<file path="src/rtl/datapath_pkg.sv">
// Shared definitions for the datapath: word width, register reset value,
// ALU op codes and the 64-bit ALU result payload.
package datapath_pkg;

    localparam int unsigned WORD_W = 32;
    localparam int unsigned OP_W   = 4;

    localparam logic [WORD_W-1:0] REG_RST = '0;

    localparam logic [OP_W-1:0] OP_AND = 4'h0;
    localparam logic [OP_W-1:0] OP_OR  = 4'h1;
    localparam logic [OP_W-1:0] OP_ADD = 4'h2;
    localparam logic [OP_W-1:0] OP_SUB = 4'h3;
    localparam logic [OP_W-1:0] OP_NOT = 4'h4;
    localparam logic [OP_W-1:0] OP_NEG = 4'h5;
    localparam logic [OP_W-1:0] OP_MUL = 4'hB;
    localparam logic [OP_W-1:0] OP_DIV = 4'hC;

    typedef struct packed {
        logic [WORD_W-1:0] hi;
        logic [WORD_W-1:0] lo;
    } alu_res_t;

endpackage

</file>
<file path="src/rtl/datapath_if.sv">
// Control strobes, memory data and observed bus of the datapath.
interface datapath_if;
    import datapath_pkg::*;

    logic [WORD_W-1:0] Mdatain;
    logic              Read;
    logic              MDRin, IRin, Yin, R1in, R4in, R5in, LOin, HIin;
    logic              PCout, MDRout, R4out, R5out, Zlowout, Zhighout;
    logic              AND;
    logic [WORD_W-1:0] BusMuxOut;

    modport master (
        output Mdatain, Read,
        output MDRin, IRin, Yin, R1in, R4in, R5in, LOin, HIin,
        output PCout, MDRout, R4out, R5out, Zlowout, Zhighout,
        output AND,
        input  BusMuxOut
    );

    modport slave (
        input  Mdatain, Read,
        input  MDRin, IRin, Yin, R1in, R4in, R5in, LOin, HIin,
        input  PCout, MDRout, R4out, R5out, Zlowout, Zhighout,
        input  AND,
        output BusMuxOut
    );

endinterface

</file>
<file path="src/rtl/datapath_alu.sv">
// Combinational ALU producing a 64-bit {hi,lo} result from A=Y and B=bus.
// The signed divider is only built when DATAPATH_DIV_EN is defined.
module alu
    import datapath_pkg::*;
(
    input  logic [WORD_W-1:0] a,
    input  logic [WORD_W-1:0] b,
    input  logic [OP_W-1:0]   op,
    output alu_res_t          res_c
);

    localparam int unsigned PROD_W = 2 * WORD_W;

    logic signed [PROD_W-1:0] prod_c;
    alu_res_t                 div_c;

    assign prod_c = PROD_W'($signed(a)) * PROD_W'($signed(b));

`ifdef DATAPATH_DIV_EN
    localparam logic [WORD_W-1:0] INT_MIN = {1'b1, {(WORD_W-1){1'b0}}};

    // Divide-by-zero and INT_MIN/-1 return fixed patterns instead of trapping
    always_comb begin : divider
        div_c = '0;
        if (b == '0) begin
            div_c.lo = '1;
            div_c.hi = a;
        end else if ((a == INT_MIN) && (b == '1)) begin
            div_c.lo = INT_MIN;
        end else begin
            div_c.lo = WORD_W'($signed(a) / $signed(b));
            div_c.hi = WORD_W'($signed(a) % $signed(b));
        end
    end
`else
    assign div_c = '0;
`endif

    // Unassigned op codes fall back to AND
    always_comb begin : op_sel
        res_c = '0;
        case (op)
            OP_AND:  res_c.lo = a & b;
            OP_OR:   res_c.lo = a | b;
            OP_ADD:  res_c.lo = a + b;
            OP_SUB:  res_c.lo = a - b;
            OP_NOT:  res_c.lo = ~b;
            OP_NEG:  res_c.lo = WORD_W'(0) - b;
            OP_MUL:  res_c    = alu_res_t'(prod_c);
            OP_DIV:  res_c    = div_c;
            default: res_c.lo = a & b;
        endcase
    end

endmodule

</file>
<file path="src/rtl/datapath.sv">
// Single-bus datapath: register file, prioritized bus mux and Z capture of
// the ALU result. DATAPATH_DIV_EN enables the divider inside alu.
module datapath
    import datapath_pkg::*;
(
    input  logic      clock,
    input  logic      clear,
    datapath_if.slave dp
);

    logic [WORD_W-1:0] pc, mdr, ir, y, r1, r4, r5, lo, hi, z_lo, z_hi;
    logic [WORD_W-1:0] bus_c;
    alu_res_t          alu_res_c;
    logic              unused_ir;

    // Bus source priority: PC, MDR, R4, R5, Zhigh, Zlow; idle bus reads 0
    always_comb begin : bus_mux
        bus_c = '0;
        if (dp.PCout)         bus_c = pc;
        else if (dp.MDRout)   bus_c = mdr;
        else if (dp.R4out)    bus_c = r4;
        else if (dp.R5out)    bus_c = r5;
        else if (dp.Zhighout) bus_c = z_hi;
        else if (dp.Zlowout)  bus_c = z_lo;
    end

    assign dp.BusMuxOut = bus_c;

    alu u_alu (
        .a     (y),
        .b     (bus_c),
        .op    (ir[OP_W-1:0]),
        .res_c (alu_res_c)
    );

    assign unused_ir = ^ir[WORD_W-1:OP_W];

    // PC has no load path: it only ever takes its reset value
    always_ff @(posedge clock or negedge clear) begin : regs
        if (!clear) begin
            pc   <= REG_RST;
            mdr  <= REG_RST;
            ir   <= REG_RST;
            y    <= REG_RST;
            r1   <= REG_RST;
            r4   <= REG_RST;
            r5   <= REG_RST;
            lo   <= REG_RST;
            hi   <= REG_RST;
            z_lo <= REG_RST;
            z_hi <= REG_RST;
        end else begin
            if (dp.MDRin) mdr <= dp.Read ? dp.Mdatain : bus_c;
            if (dp.IRin)  ir  <= bus_c;
            if (dp.Yin)   y   <= bus_c;
            if (dp.R1in)  r1  <= bus_c;
            if (dp.R4in)  r4  <= bus_c;
            if (dp.R5in)  r5  <= bus_c;
            if (dp.LOin)  lo  <= bus_c;
            if (dp.HIin)  hi  <= bus_c;
            if (dp.AND) begin
                z_hi <= alu_res_c.hi;
                z_lo <= alu_res_c.lo;
            end
        end
    end

endmodule

</file>
<file path="src/flat_wrapper.sv">
// flat-port wrapper written by rule: the top's interface ports become plain ports
module datapath_flat import datapath_pkg::*;
  (clock, clear, dp_Mdatain, dp_Read, dp_MDRin, dp_IRin, dp_Yin, dp_R1in, dp_R4in, dp_R5in, dp_LOin, dp_HIin, dp_PCout, dp_MDRout, dp_R4out, dp_R5out, dp_Zlowout, dp_Zhighout, dp_AND, dp_BusMuxOut);
  datapath_if dp_i ();
  input  logic clock;
  input  logic clear;
  input wire logic [$bits(dp_i.Mdatain)-1:0] dp_Mdatain;
  input wire logic [$bits(dp_i.Read)-1:0] dp_Read;
  input wire logic [$bits(dp_i.MDRin)-1:0] dp_MDRin;
  input wire logic [$bits(dp_i.IRin)-1:0] dp_IRin;
  input wire logic [$bits(dp_i.Yin)-1:0] dp_Yin;
  input wire logic [$bits(dp_i.R1in)-1:0] dp_R1in;
  input wire logic [$bits(dp_i.R4in)-1:0] dp_R4in;
  input wire logic [$bits(dp_i.R5in)-1:0] dp_R5in;
  input wire logic [$bits(dp_i.LOin)-1:0] dp_LOin;
  input wire logic [$bits(dp_i.HIin)-1:0] dp_HIin;
  input wire logic [$bits(dp_i.PCout)-1:0] dp_PCout;
  input wire logic [$bits(dp_i.MDRout)-1:0] dp_MDRout;
  input wire logic [$bits(dp_i.R4out)-1:0] dp_R4out;
  input wire logic [$bits(dp_i.R5out)-1:0] dp_R5out;
  input wire logic [$bits(dp_i.Zlowout)-1:0] dp_Zlowout;
  input wire logic [$bits(dp_i.Zhighout)-1:0] dp_Zhighout;
  input wire logic [$bits(dp_i.AND)-1:0] dp_AND;
  output wire logic [$bits(dp_i.BusMuxOut)-1:0] dp_BusMuxOut;
  assign dp_i.Mdatain = dp_Mdatain;
  assign dp_i.Read = dp_Read;
  assign dp_i.MDRin = dp_MDRin;
  assign dp_i.IRin = dp_IRin;
  assign dp_i.Yin = dp_Yin;
  assign dp_i.R1in = dp_R1in;
  assign dp_i.R4in = dp_R4in;
  assign dp_i.R5in = dp_R5in;
  assign dp_i.LOin = dp_LOin;
  assign dp_i.HIin = dp_HIin;
  assign dp_i.PCout = dp_PCout;
  assign dp_i.MDRout = dp_MDRout;
  assign dp_i.R4out = dp_R4out;
  assign dp_i.R5out = dp_R5out;
  assign dp_i.Zlowout = dp_Zlowout;
  assign dp_i.Zhighout = dp_Zhighout;
  assign dp_i.AND = dp_AND;
  assign dp_BusMuxOut = dp_i.BusMuxOut;
  datapath u_core (.clock(clock), .clear(clear), .dp(dp_i));
endmodule
</file>
<file path="config.mk">
export PLATFORM = sky130hd
export DESIGN_NAME = datapath_flat
export DESIGN_NICKNAME = d
export VERILOG_FILES = /design/src/rtl/datapath_pkg.sv /design/src/rtl/datapath_if.sv /design/src/rtl/datapath_alu.sv /design/src/rtl/datapath.sv /design/src/flat_wrapper.sv
export SDC_FILE = /design/constraint.sdc
export NUM_CORES = 2
export LEC_CHECK = 0
export BUFFER_PORTS_ARGS = -buffer_cell sky130_fd_sc_hd__buf_2
export CORE_ASPECT_RATIO = 1.4
export CORE_MARGIN = 5
export CORE_UTILIZATION = 55
export DETAILED_ROUTE_END_ITERATION = 6
export PLACE_DENSITY = 0.71
export RECOVER_POWER = 50
export SETUP_SLACK_MARGIN = 0.15
export SLEW_MARGIN = 20
export SYNTH_ARGS = -nofsm -noshare
export SYNTH_HDL_FRONTEND = slang
export SYNTH_SLANG_ARGS = --single-unit
export TNS_END_PERCENT = 10
</file>
<file path="constraint.sdc">
create_clock -name clock -period 10.36 [get_ports clock]
set_input_delay 1.036 -clock clock [delete_from_list [all_inputs] [get_ports clock]]
set_output_delay 1.036 -clock clock [all_outputs]
set_load 0.02 [all_outputs]
</file>
After elaboration in Yosys (flattened, before gate mapping) --
Index checks and enable logic that the tools add are counted.
Cells by class: add/sub/neg operators 3, multipliers 1, divide/modulo/power cells 0, order comparisons 0, eq/ne operators 7, shift operators 0, multiplexer cells 9, bitwise logic cells 3, reduce and logical (&&, ||, !) cells 0
Operators by type and width (count):
- $mux W32 | 8
- $pmux W32 S7 | 1
- $mul A32 B32 Y64 | 1
- $add A32 B32 Y32 | 1
- $and A32 B32 Y32 | 1
- $not A32 Y32 | 1
- $or A32 B32 Y32 | 1
- $sub A1 B32 Y32 const A | 1
- $sub A32 B32 Y32 | 1
- $eq A4 B2 Y1 const B | 2
- $eq A4 B3 Y1 const B | 2
- $eq A4 B4 Y1 const B | 2
- $eq A4 B1 Y1 const B | 1
Word-level totals: register bits after elaboration 196, bits in latches 0, bits in writable memories 0, memory bits (read-only) 0, bits of input ports 50, output and inout port bits 32, word-level logic and storage cells 30, memories 0

Logic depth before layout (Yosys ltp) --
depth in word-level cells 8, gate-level depth with buffers 41, depth with buffers taken out 36

Modules after synthesis --
From an unflattened synthesis, not the netlist that was laid out.
Second synthesis, totals: cell total of the unflattened synthesis 5623, area total of the unflattened synthesis 50682.4 sq um
By module, submodules not included:
- alu | times used 1, cells each 4694, area each 40248.6 sq um, seq. area each 0.0 sq um
- datapath | times used 1, cells each 929, area each 10433.8 sq um, seq. area each 4904.7 sq um

Worst setup path after synthesis --
Ideal clock, no wire load.
path kind in2reg, start point in dp_Zhighout, end point reg u_core.z_hi[28], library setup time 121 ps, arrival time 9817 ps, data required time 10239 ps, slack 422 ps, stages 34, path buffers 5, cells stage by stage buf_2 nor2b_1 buf_2 buf_1 a22oi_1 nor2_1 a21oi_1 nor2_1 a21oi_1 o21ai_1 buf_2 inv_1 nor2_1 fa_1 fa_1 fa_1 fa_1 inv_1 fa_1 inv_1 fa_1 fa_1 fa_1 ha_1 clkbuf_1 a21oi_1 nor2_1 nor2_1 o21ai_0 a221o_1 o41ai_2 o21ai_1 xor2_1 a22o_1
On the way: word-level cells in the longest chain between the ends 7
Ends and longest elaborated chain:
- from (decl) | RTL line flat_wrapper.sv:22 | input wire logic [$bits(dp_i.Zhighout)-1:0] dp_Zhighout;
- $mux W32 | RTL line datapath.sv:23 | else if (dp.Zhighout) bus_c = z_hi;
- $mux W32 | RTL line datapath.sv:22 | else if (dp.R5out) bus_c = r5;
- $mux W32 | RTL line datapath.sv:21 | else if (dp.R4out) bus_c = r4;
- $mux W32 | RTL line datapath.sv:20 | else if (dp.MDRout) bus_c = mdr;
- $mux W32 | RTL line datapath.sv:19 | if (dp.PCout) bus_c = pc;
- $mul A32 B32 Y64 | RTL line datapath_alu.sv:17 | assign prod_c = PROD_W'($signed(a)) * PROD_W'($signed(b));
- $mux W32 | RTL line datapath_alu.sv:42 | case (op)
- to (signal assigned) | RTL line datapath.sv:62 | z_hi <= alu_res_c.hi;
- to (decl) | RTL line datapath.sv:11 | logic [WORD_W-1:0] pc, mdr, ir, y, r1, r4, r5, lo, hi, z_lo, z_hi;
No other way between the ends. A chain may end at the register's enable or synchronous reset.

Final worst setup path --
start point in dp_Zhighout, end point reg u_core.z_hi[27]
The elaborated chain is that of the path after synthesis.

==> summary.md <==
| Metric | Value |
|---|---|
| CTS tree | `done` |
| Final setup TNS | `0 ns` |
| Worst setup SP type | `primary input` |
| Largest net degree at the start of global routing | `81` |
| Worst setup EP type | `flop` |
| Area contributors post-synth | `fa_1 (45%), dfrtp_1 (10%), inv_1 (8.0%)` |
| First-pass GRT wire length | `268 mm` |
| Failing checks | `capacitance limit, slew limit` |
| Most frequent CP cell | `fa_1` |
| Rows | `129` |
| Crit path DAT | `10.10 ns` |
| Top FF cell, synth | `dfrtp_1` |
| Worst Max-Slew Pin Slew | `4.50 ns` |
| Post-synth EDFFs | `0` |
| Vias | `40600` |
| Final min period | `9.75 ns` |
| Max FO, Critical Path | `31` |
| Layout area overhead | `8.10%` |
| FMAX | `103 MHz` |
| Pre-antenna DRT Iters | `6` |
| Synthesized flop and latch total | `196` |
| Clk slew on worst S/H paths | `0.08 ns` |
| Mapped Cells | `5436` |
| Unrepaired setup endpoints after global routing | `false` |
| Chip Width | `261 um` |
| Total wire length | `177 mm` |
| RD Place Congestion | `1.03` |
| TritonCTS Sinks | `196` |
| WL/cell | `26.4 um` |
| GR Overflow Total | `0` |
| Async set-reset flop share out of synthesis | `100%` |
| CP max-delay cell | `fa_1` |
| Postcts setup bufs | `0` |
| Synth warn | `32` |
| CTS Buffer Depth | `2` |
| Outcome | `complete, but fails checks` |
| Dpl hpwl | `142 mm` |
| IO Count | `82` |
| Post-synthesis average cell area | `8.92 um2` |
| Initial antenna violation count | `3` |
| DR iter-0 viols | `3682` |
| Max-slew violation count | `148` |
| Crit-path leading delay family | `adder cells` |
| Global Route Usage Sum | `38.4%` |
| Slew HR | `-200%` |
| Max Cap Viol | `2` |
| Number of global-route vias before repair | `44100` |
| Slowest stage delay, CP | `0.60 ns` |
| Tcrit/Tclk final | `94.1%` |
| Register area share after synthesis | `10.1%` |
| CTS buffer count | `17` |
| CTS root buf | `clkbuf_16` |
| Finish-stage setup viols | `0` |
| Final routed DRC violation total | `0` |
| Initial Util | `55.1%` |
| Core region area | `88000 um2` |
| Post-synth top area share | `44.8%` |
| Layout cells sized above 1 | `9.47%` |
| Vias/cell | `6.06` |
| Antenna Nets Post-Route | `0` |
| Nets | `6923` |
| Clk_skew | `0.0190 ns` |
| Syn Std Cell Area | `48500 um2` |
| Critical path class | `primary input to flop` |
| Critical path buffers and inverters | `9` |
| Full die area | `94300 um2` |
| Leading area contributor after synthesis | `fa_1` |
| Mapped Nets | `6850` |
| Crit path required time | `10.72 ns` |
| Port bufs | `77` |
| Die Y | `361 um` |
| H-tree depth | `4` |
| Worst hold path class | `flop to flop` |
| Synth cell types | `90` |
| Final Hold Fails | `0` |
| Worst-Skew Late Latency | `0.47 ns` |
[stage by stage]
step                instance area [um2]  hold WS (ns)  util [%]  instances  setup slack, ns
floorplan                         48500         0.450         -       5436            0.422
global placement                  51900         0.467      58.9       6669            0.246
detailed placement                51900         0.478      58.9       6669            0.200
CTS                               52500         0.502      59.7       6701            0.651
global route                      52400         0.527      59.6       6701            0.138
finish                            52400         0.506      59.6       6703            0.613
[final cells by class]
cell class / instances / area (um2)
Timing Repair Buffer: 371 / 2850
Clock buffer: 17 / 425
Tap cell: 1179 / 1480
Antenna cell: 2 / 5.00
Inverter: 1065 / 4000
Fill cell: 7851 / 35500
Multi-Input combinational cell: 3858 / 38600
Sequential cell: 196 / 4900
Clock inverter: 15 / 209
[cell families (layout without fill, tap and decap cells)]
kind of cell	after synthesis	in the layout	synth area share [%]
adders and majority gates	1364	1364	52.0
buffers and inverters	1382	1468	10.8
xor gates and xnor gates	114	114	2.06
muxes	97	97	2.18
DFF	196	196	10.1
AOI/OAI and AO/OA	731	731	9.94
other	0	2	0
and+or+nand+nor	1552	1552	12.9
[flip-flops by register name, indices dropped and copies added, names as in the netlist]
name	cells
u_core.ir	4
u_core.z_lo	32
u_core.r5	32
u_core.mdr	32
u_core.r4	32
u_core.y	32
u_core.z_hi	32
[layer usage]
metal  vias to the layer above  track usage [%]  share of wire (%)
met3                       897             7.01                8.8
met2                      2241             61.4                 46
met5                         -                0             0.0073
met1                     20700             43.8                 33
met4                         2             34.4                 12
li1                      16800                -                  -
[Yosys cell counts, drive strengths merged (30+ instances only)]
master and count:
a21o 46, a21oi 240, a221oi 35, buf 45, clkbuf 272, dfrtp 196
fa 1084, ha 280, inv 1041, mux2 67, mux2i 30, nand2 630
nand3 33, nor2 722, nor3 45, o21ai 169, xnor2 74, xor2 40
[path summary, 6_finish.rpt]
check                      slack, ns            start         endpoint  cells after the start
min                             0.51  u_core.z_lo[26]  u_core.z_lo[26]                      1
min in group asynchronous       2.16            clear    u_core.mdr[8]                      1
max reg2reg                     1.17   u_core.z_hi[7]  u_core.z_hi[28]                     32
max                             0.61      dp_Zhighout  u_core.z_hi[27]                     34
min reg2reg                     0.51  u_core.z_lo[26]  u_core.z_lo[26]                      1
max in group asynchronous       2.54            clear    u_core.r4[11]                      3
[placed cells by master (no fill, tap or decap), types with 24 or more instances in the layout]
cell	netlist	layout
a21o_1	46	46
a21oi_1	237	237
a221oi_1	34	34
a22o_1	26	26
buf_2	15	74
buf_4	2	267
clkinv_1	24	24
dfrtp_1	196	196
fa_1	1084	1084
ha_1	280	280
inv_1	1038	1037
mux2_2	67	67
mux2i_1	30	28
nand2_1	629	629
nand3_1	33	33
nand4_1	26	26
nor2_1	722	720
nor2b_1	24	24
nor3_1	44	43
o21ai_0	139	145
o221ai_1	28	28
xnor2_1	74	74
xor2_1	40	40
[worst register-to-register path: cells and delay by family (launching register included)]
kind / cells / cell delay [ns]
adders and majority gates: 9 / 4.44
AOI/OAI and AO/OA: 9 / 2.05
buffers and inverters: 8 / 1.23
and+or+nand+nor: 5 / 0.76
DFF: 1 / 0.45
xor gates and xnor gates: 1 / 0.16
[timing repair]
action | 4_1_cts | 5_1_grt
resized for setup | 0 | 1
hold buffers | 0 | 0
setup endpoints to repair | 0 | 4
Power is not shown: default switching activity piles up to over one toggle a cycle in this logic, so the estimate is an artifact.
